`src/rtl/ft245_sync_dev_if.sv`:
```
// FT232H synchronous 245 FIFO bus between the FPGA (master) and the FTDI device (slave).
interface ft245_sync_dev_if;
    logic       usb_oe_n;
    logic       usb_rd_n;
    logic       usb_wr_n;
    logic [7:0] usb_data_i;
    logic [7:0] usb_data_o;
    logic       usb_data_oe;
    logic       usb_rxf_n;
    logic       usb_txe_n;

    modport master (
        output usb_oe_n, usb_rd_n, usb_wr_n, usb_data_i,
        input  usb_data_o, usb_data_oe, usb_rxf_n, usb_txe_n
    );

    modport slave (
        input  usb_oe_n, usb_rd_n, usb_wr_n, usb_data_i,
        output usb_data_o, usb_data_oe, usb_rxf_n, usb_txe_n
    );
endinterface

```
`src/rtl/ft245_sync_dev.sv`:
```
// Device-side FT232H sync-245 emulator: host byte streams <-> RX/TX FWFT FIFOs <-> usb_* bus.
// Define FT245_LOOPBACK_EN to push FPGA writes straight into the RX FIFO (TX FIFO removed).
module ft245_sync_dev #(
    parameter int RX_DEPTH = 16,
    parameter int TX_DEPTH = 16
) (
    input  logic             usb_clk_60m,
    input  logic             sys_rst_n,
    ft245_sync_dev_if.slave  bus,
    input  logic             host_tx_valid,
    output logic             host_tx_ready,
    input  logic [7:0]       host_tx_data,
    output logic             host_rx_valid,
    input  logic             host_rx_ready,
    output logic [7:0]       host_rx_data,
    output logic [2:0]       err_o,
    input  logic             err_clr
);
    localparam int RX_AW = $clog2(RX_DEPTH);
    localparam logic [RX_AW:0] RX_FULL = (RX_AW+1)'(RX_DEPTH);

    logic [7:0]       rx_mem_q [RX_DEPTH];
    logic [RX_AW-1:0] rx_wr_ptr_q, rx_wr_ptr_d;
    logic [RX_AW-1:0] rx_rd_ptr_q, rx_rd_ptr_d;
    logic [RX_AW:0]   rx_count_q, rx_count_d;
    logic             rx_push, rx_pop;
    logic [7:0]       rx_push_data;
    logic             rxf_n_q, rxf_n_d;
    logic             txe_n_q, txe_n_d;
    logic             data_oe_q, data_oe_d;
    logic [2:0]       err_q, err_d;
    logic             wr_strobe, wr_accept;

    assign rx_pop    = !bus.usb_oe_n && !bus.usb_rd_n && !rxf_n_q;
    assign wr_strobe = !bus.usb_wr_n;
    assign wr_accept = wr_strobe && !txe_n_q;

`ifdef FT245_LOOPBACK_EN
    logic unused_host;
    assign unused_host   = ^{host_tx_valid, host_tx_data, host_rx_ready};
    assign rx_push       = wr_accept;
    assign rx_push_data  = bus.usb_data_i;
    assign host_tx_ready = 1'b0;
    assign host_rx_valid = 1'b0;
    assign host_rx_data  = 8'h00;
    // In loopback the FPGA's write space is the RX FIFO's space.
    assign txe_n_d       = (rx_count_d == RX_FULL);
`else
    localparam int TX_AW = $clog2(TX_DEPTH);
    localparam logic [TX_AW:0] TX_FULL = (TX_AW+1)'(TX_DEPTH);

    logic [7:0]       tx_mem_q [TX_DEPTH];
    logic [TX_AW-1:0] tx_wr_ptr_q, tx_wr_ptr_d;
    logic [TX_AW-1:0] tx_rd_ptr_q, tx_rd_ptr_d;
    logic [TX_AW:0]   tx_count_q, tx_count_d;
    logic             tx_push, tx_pop;

    // A full RX FIFO still takes a host byte when the FPGA pops on the same edge.
    assign host_tx_ready = (rx_count_q != RX_FULL) || rx_pop;
    assign rx_push       = host_tx_valid && host_tx_ready;
    assign rx_push_data  = host_tx_data;
    assign tx_push       = wr_accept;
    assign tx_pop        = host_rx_valid && host_rx_ready;
    assign host_rx_valid = (tx_count_q != '0);
    assign host_rx_data  = host_rx_valid ? tx_mem_q[tx_rd_ptr_q] : 8'h00;

    always_comb begin
        tx_wr_ptr_d = tx_wr_ptr_q + TX_AW'(tx_push);
        tx_rd_ptr_d = tx_rd_ptr_q + TX_AW'(tx_pop);
        tx_count_d  = tx_count_q + (TX_AW+1)'(tx_push) - (TX_AW+1)'(tx_pop);
        txe_n_d     = (tx_count_d == TX_FULL);
    end

    always_ff @(posedge usb_clk_60m) begin
        if (tx_push) begin
            tx_mem_q[tx_wr_ptr_q] <= bus.usb_data_i;
        end
    end

    always_ff @(posedge usb_clk_60m or negedge sys_rst_n) begin
        if (!sys_rst_n) begin
            tx_wr_ptr_q <= '0;
            tx_rd_ptr_q <= '0;
            tx_count_q  <= '0;
        end else begin
            tx_wr_ptr_q <= tx_wr_ptr_d;
            tx_rd_ptr_q <= tx_rd_ptr_d;
            tx_count_q  <= tx_count_d;
        end
    end
`endif

    always_comb begin
        rx_wr_ptr_d = rx_wr_ptr_q + RX_AW'(rx_push);
        rx_rd_ptr_d = rx_rd_ptr_q + RX_AW'(rx_pop);
        rx_count_d  = rx_count_q + (RX_AW+1)'(rx_push) - (RX_AW+1)'(rx_pop);
        rxf_n_d     = (rx_count_d == '0);
        data_oe_d   = !bus.usb_oe_n;
        // Clear first so a fault on the clearing edge still latches.
        err_d = err_clr ? 3'b000 : err_q;
        if (!bus.usb_rd_n && rxf_n_q) err_d[0] = 1'b1;
        if (wr_strobe && txe_n_q)     err_d[1] = 1'b1;
        if (wr_strobe && data_oe_q)   err_d[2] = 1'b1;
    end

    always_ff @(posedge usb_clk_60m) begin
        if (rx_push) begin
            rx_mem_q[rx_wr_ptr_q] <= rx_push_data;
        end
    end

    always_ff @(posedge usb_clk_60m or negedge sys_rst_n) begin
        if (!sys_rst_n) begin
            rx_wr_ptr_q <= '0;
            rx_rd_ptr_q <= '0;
            rx_count_q  <= '0;
            rxf_n_q     <= 1'b1;
            txe_n_q     <= 1'b0;
            data_oe_q   <= 1'b0;
            err_q       <= 3'b000;
        end else begin
            rx_wr_ptr_q <= rx_wr_ptr_d;
            rx_rd_ptr_q <= rx_rd_ptr_d;
            rx_count_q  <= rx_count_d;
            rxf_n_q     <= rxf_n_d;
            txe_n_q     <= txe_n_d;
            data_oe_q   <= data_oe_d;
            err_q       <= err_d;
        end
    end

    assign bus.usb_rxf_n   = rxf_n_q;
    assign bus.usb_txe_n   = txe_n_q;
    assign bus.usb_data_oe = data_oe_q;
    assign bus.usb_data_o  = (rx_count_q == '0) ? 8'h00 : rx_mem_q[rx_rd_ptr_q];
    assign err_o           = err_q;
endmodule
```
`src/flat_wrapper.sv`:
```
// flat-port wrapper written by rule: the top's interface ports become plain ports
module ft245_sync_dev_flat 
#(
    parameter int RX_DEPTH = 16,
    parameter int TX_DEPTH = 16
)
  (usb_clk_60m, sys_rst_n, host_tx_valid, host_tx_ready, host_tx_data, host_rx_valid, host_rx_ready, host_rx_data, err_o, err_clr, bus_usb_oe_n, bus_usb_rd_n, bus_usb_wr_n, bus_usb_data_i, bus_usb_data_o, bus_usb_data_oe, bus_usb_rxf_n, bus_usb_txe_n);
  ft245_sync_dev_if bus_i ();
  input  logic usb_clk_60m;
  input  logic sys_rst_n;
  input  logic host_tx_valid;
  output logic host_tx_ready;
  input  logic [7:0] host_tx_data;
  output logic host_rx_valid;
  input  logic host_rx_ready;
  output logic [7:0] host_rx_data;
  output logic [2:0] err_o;
  input  logic err_clr;
  input wire logic [$bits(bus_i.usb_oe_n)-1:0] bus_usb_oe_n;
  input wire logic [$bits(bus_i.usb_rd_n)-1:0] bus_usb_rd_n;
  input wire logic [$bits(bus_i.usb_wr_n)-1:0] bus_usb_wr_n;
  input wire logic [$bits(bus_i.usb_data_i)-1:0] bus_usb_data_i;
  output wire logic [$bits(bus_i.usb_data_o)-1:0] bus_usb_data_o;
  output wire logic [$bits(bus_i.usb_data_oe)-1:0] bus_usb_data_oe;
  output wire logic [$bits(bus_i.usb_rxf_n)-1:0] bus_usb_rxf_n;
  output wire logic [$bits(bus_i.usb_txe_n)-1:0] bus_usb_txe_n;
  assign bus_i.usb_oe_n = bus_usb_oe_n;
  assign bus_i.usb_rd_n = bus_usb_rd_n;
  assign bus_i.usb_wr_n = bus_usb_wr_n;
  assign bus_i.usb_data_i = bus_usb_data_i;
  assign bus_usb_data_o = bus_i.usb_data_o;
  assign bus_usb_data_oe = bus_i.usb_data_oe;
  assign bus_usb_rxf_n = bus_i.usb_rxf_n;
  assign bus_usb_txe_n = bus_i.usb_txe_n;
  ft245_sync_dev #(.RX_DEPTH(RX_DEPTH), .TX_DEPTH(TX_DEPTH)) u_core (.usb_clk_60m(usb_clk_60m), .sys_rst_n(sys_rst_n), .bus(bus_i), .host_tx_valid(host_tx_valid), .host_tx_ready(host_tx_ready), .host_tx_data(host_tx_data), .host_rx_valid(host_rx_valid), .host_rx_ready(host_rx_ready), .host_rx_data(host_rx_data), .err_o(err_o), .err_clr(err_clr));
endmodule
```
`config.mk`:
```
export PLATFORM = sky130hd
export DESIGN_NAME = ft245_sync_dev_flat
export DESIGN_NICKNAME = d
export VERILOG_FILES = /design/src/rtl/ft245_sync_dev_if.sv /design/src/rtl/ft245_sync_dev.sv /design/src/flat_wrapper.sv
export SDC_FILE = /design/constraint.sdc
export NUM_CORES = 1
export LEC_CHECK = 0
export BUFFER_PORTS_ARGS = -buffer_cell sky130_fd_sc_hd__buf_2
export CAP_MARGIN = 20
export CORE_MARGIN = 2
export CORE_UTILIZATION = 35
export CTS_BUF_LIST = sky130_fd_sc_hd__clkbuf_4
export DETAILED_ROUTE_END_ITERATION = 10
export PLACE_DENSITY = 0.59
export SLEW_MARGIN = 20
export SYNTH_ARGS = -nofsm -noshare
export SYNTH_HDL_FRONTEND = slang
export SYNTH_SLANG_ARGS = --single-unit
```
`constraint.sdc`:
```
create_clock -name usb_clk_60m -period 4.6 [get_ports usb_clk_60m]
set_clock_uncertainty 0.2 [all_clocks]
set_input_delay 1.38 -clock usb_clk_60m [delete_from_list [all_inputs] [get_ports usb_clk_60m]]
set_output_delay 1.38 -clock usb_clk_60m [all_outputs]
set_load 0.005 [all_outputs]
```
==> summary.txt <==
Die
  • Die Wd: 184.8 um
  • Die area: 34,130 um2
  • Top-Level Pins: 48
  • Row Count: 66
  • Starting Density: 0.3532
  • Core Region: 32,370 um2
  • Die Ht: 184.8 um

Pwr
  • Final Power: 8.242 mW
  • Sw Share: 0.3127
  • Power share of the sequential group: 0.433
  • Clock power frac: 0.269
  • Leak pwr: 4.694 nW
  • P_sw: 2.577 mW
  • VDD IR-drop max: 0.2246 mV
  • Cell-internal power: 5.665 mW
  • Pwr dens: 619.3 nW/um2
  • Combinational fraction of design power: 0.298

Logic synthesis
  • Number of synthesized register bits: 288
  • Synth top area share: 0.6723
  • Number of synthesized flops with an enable pin: 256
  • Seq/Total Area, Yosys: 0.7424
  • Cell taking the most area after synthesis: edfxtp_1
  • Predominant post-synthesis flop cell: edfxtp_1
  • Cell count after synthesis: 577
  • Share of flip-flops with an asynchronous set or reset: 0.1111
  • Syn Nets: 621
  • Synthesis Warnings: 0
  • Unique masters post-synth: 43
  • Area contributors post-synth: edfxtp_1, mux4_2, dfrtp_1, ha_1, inv_1
  • Synth Cell Area: 11,430 um2
  • Mean post-synth cell area: 19.82 um2

Finish
  • Most common cell after layout, fill and taps aside: edfxtp_1
  • Layout Nets: 751
  • Most frequent cells in the layout: edfxtp_1, clkbuf_4, mux4_2, buf_2, inv_1
  • Filler Cell Count: 2,937
  • Share of cells above drive strength 1: 0.3521
  • Area Growth Syn to Fin: 16.38%
  • Final Util: 0.4111

Critical path
  • CP Max Fanout: 13
  • Crit path DAT: 2.80 ns
  • Max incr delay on CP: 0.64 ns
  • Top delay family on crit path: flip-flops
  • Slowest-stage cell, CP: dfrtp_2
  • Crit end category: output port
  • Crit path cell chain: buf_4 -> mux4_2 -> inv_1 -> o22ai_1 -> a221o_1 -> buf_2
  • Setup crit start kind: flip-flop
  • Data required time of the worst path: 3.02 ns
  • Crit path kind: flip-flop to output port
  • WP buf/inv: 3

STA
  • F_max: 228.2 MHz
  • Minimum clock period: 4.381 ns
  • Final hold violations: 0
  • Setup violators final: 0
  • Setup Total Neg Slack: 0 ns
  • Relative slew slack: 0.3311
  • Tightest Pin Transition: 0.9996 ns
  • Max-slew violations: 0
  • RSZ-0062 raised after global routing: false
  • Period Utilization, post-route: 0.9525

Global routing
  • GRT overflow: 0
  • Initial antenna violation count: 1
  • GRT Util Overall: 0.1430
  • Pin count of the biggest net entering global routing: 34
  • Vias in the first global route: 6,293
  • First-pass GRT wire length: 35.95 mm

Outcome
  • Status: completed

Route
  • Starting DRC count in detailed routing: 333
  • Final ANT Viol Nets: 0
  • Routed len/inst: 19.52 um
  • TritonRoute pass-1 iters: 5
  • Routed wl met3: 1.414 mm
  • Top routing layer used: met4
  • Final wirelength: 23.57 mm
  • Drt via density: 4.906
  • Via count: 5,922
  • DR DRC count: 0
  • Wl on met1: 10.24 mm
  • Met2 wire length: 11.58 mm

Place
  • DP HPWL: 14.96 mm
  • Buffers on Ports: 47
  • GPL Wtd Cong: 0.7497

Clocking
  • CTS Hold Buffers Added: 0
  • CTS tree: built
  • Clock latency on the worst-skew pair: 0.66 ns
  • CTS buffer count: 77
  • Post-CTS setup buffers: 0
  • CTS clk-pin slew, worst paths: 0.06 ns
  • CTS H-tree lvls: 3
  • Worst-case clock buffer depth: 3
  • Root buf cell: clkbuf_4
  • Clock sink count: 288

Min path
  • Hold crit path type: flip-flop to flip-flop

Run
  • Max-Cap Viols: 0
-- metrics by stage --
| stage | area, um2 | setup slack [ns] | hold slack, ns | cells |
|---|---|---|---|---|
| after floorplan | 11430 | 0.8029 | 0.2731 | 577 |
| after global placement | 12310 | 0.6112 | 0.3096 | 1070 |
| after detailed placement | 12320 | 0.5769 | 0.3254 | 1070 |
| after CTS | 13300 | 0.05208 | 0.3372 | 1206 |
| after global routing | 13310 | 0.003386 | 0.3580 | 1207 |
| final | 13310 | 0.2187 | 0.3323 | 1207 |
-- logic make-up (layout without fill, tap and decap cells) --
family,Yosys count,count (layout),share of synthesized area
compound gates,43,43,0.02604
xor+xnor,16,16,0.01226
buf+inv,61,248,0.02385
fa+ha+maj,20,20,0.02320
flops,288,288,0.7424
mux,73,73,0.1339
other cells,0,1,0
simple gates,76,76,0.03830
-- flip-flops by register name (all words and copies together), names as in the netlist --
name / cells
u_core.tx_wr_ptr_q: 4
u_core.bus.usb_txe_n: 1
u_core.rx_count_q: 5
u_core.rx_wr_ptr_q: 4
u_core.tx_count_q: 5
u_core.bus.usb_data_oe: 1
u_core.rx_rd_ptr_q: 4
u_core.err_o: 3
u_core.tx_mem_q: 128
u_core.rx_mem_q: 128
u_core.bus.usb_rxf_n: 1
u_core.tx_rd_ptr_q: 4
-- power by group through the flow --
stage	registers [mW]	clock network, mW	logic (mW)
CTS	3.58	2.30	2.50
global route	3.62	2.46	2.69
detailed placement	3.63	0	2.49
floorplan	3.42	0	1.86
finish	3.57	2.22	2.45
global placement	3.60	0	2.42
-- what timing repair did --
item	CTS	global route
endpoints found under the setup margin	0	7
resized for setup	0	1
hold endpoints to repair	0	0
-- worst register-to-register path, cell delays in order, from the launching register on --
cell and delay (ns):
dfrtp_1 0.39, inv_1 0.09, ha_1 0.14, or4b_1 0.57
nand3_1 0.20, o21ai_0 0.11, ha_1 0.25, fa_1 0.45
a21oi_1 0.18, o21bai_1 0.10, xnor2_1 0.18, and3b_1 0.18
-- synth_stat cells (all sizes together), types with 2 or more instances --
cell type,count
or4b,2
nand2,8
clkbuf,7
mux2i,9
o22ai,12
dfrtp,31
or2,2
nor3b,2
a21o,2
nand3,7
a221o,8
nor4b,5
o21ai,8
edfxtp,256
inv,37
ha,18
xnor2,7
xor2,9
mux4,64
nor4,5
buf,17
fa,2
nor3,17
and3b,2
nor2,13
a22oi,7
nand2b,7
nand3b,2
a21oi,4
-- per-layer routing --
metal  vias to the layer above  track usage
li1                       2648            -
met1                      3072       0.1848
met2                       175       0.2302
met3                        27      0.04070
met4                         0      0.05302
met5                         -            0
-- path summary, 6_finish.rpt --
| kind | start | to | slack, ns | cells after the start |
|---|---|---|---|---|
| max | u_core.rx_rd_ptr_q[0] | bus_usb_data_o[0] | 0.22 | 6 |
| min | u_core.tx_wr_ptr_q[3] | u_core.tx_wr_ptr_q[3] | 0.33 | 1 |
| max reg2reg | u_core.tx_count_q[2] | u_core.bus.usb_txe_n | 1.49 | 11 |
| min reg2reg | u_core.tx_wr_ptr_q[3] | u_core.tx_wr_ptr_q[3] | 0.33 | 1 |
| max in group asynchronous | sys_rst_n | u_core.tx_rd_ptr_q[0] | 3.07 | 1 |
| min in group asynchronous | sys_rst_n | u_core.rx_wr_ptr_q[3] | 0.59 | 1 |
-- final cells by class --
cell class	instances	area, um2	area share
antenna	1	2.502	0.0001880
clock buffer	110	825.8	0.06205
clock inverter	26	155.1	0.01166
inverter	37	138.9	0.01044
multi-input combinational	228	2683	0.2016
sequential	288	8492	0.6381
tap	442	553.0	0.04156
timing repair buffer	75	457.9	0.03441
Power figures use the tool's default switching activity.
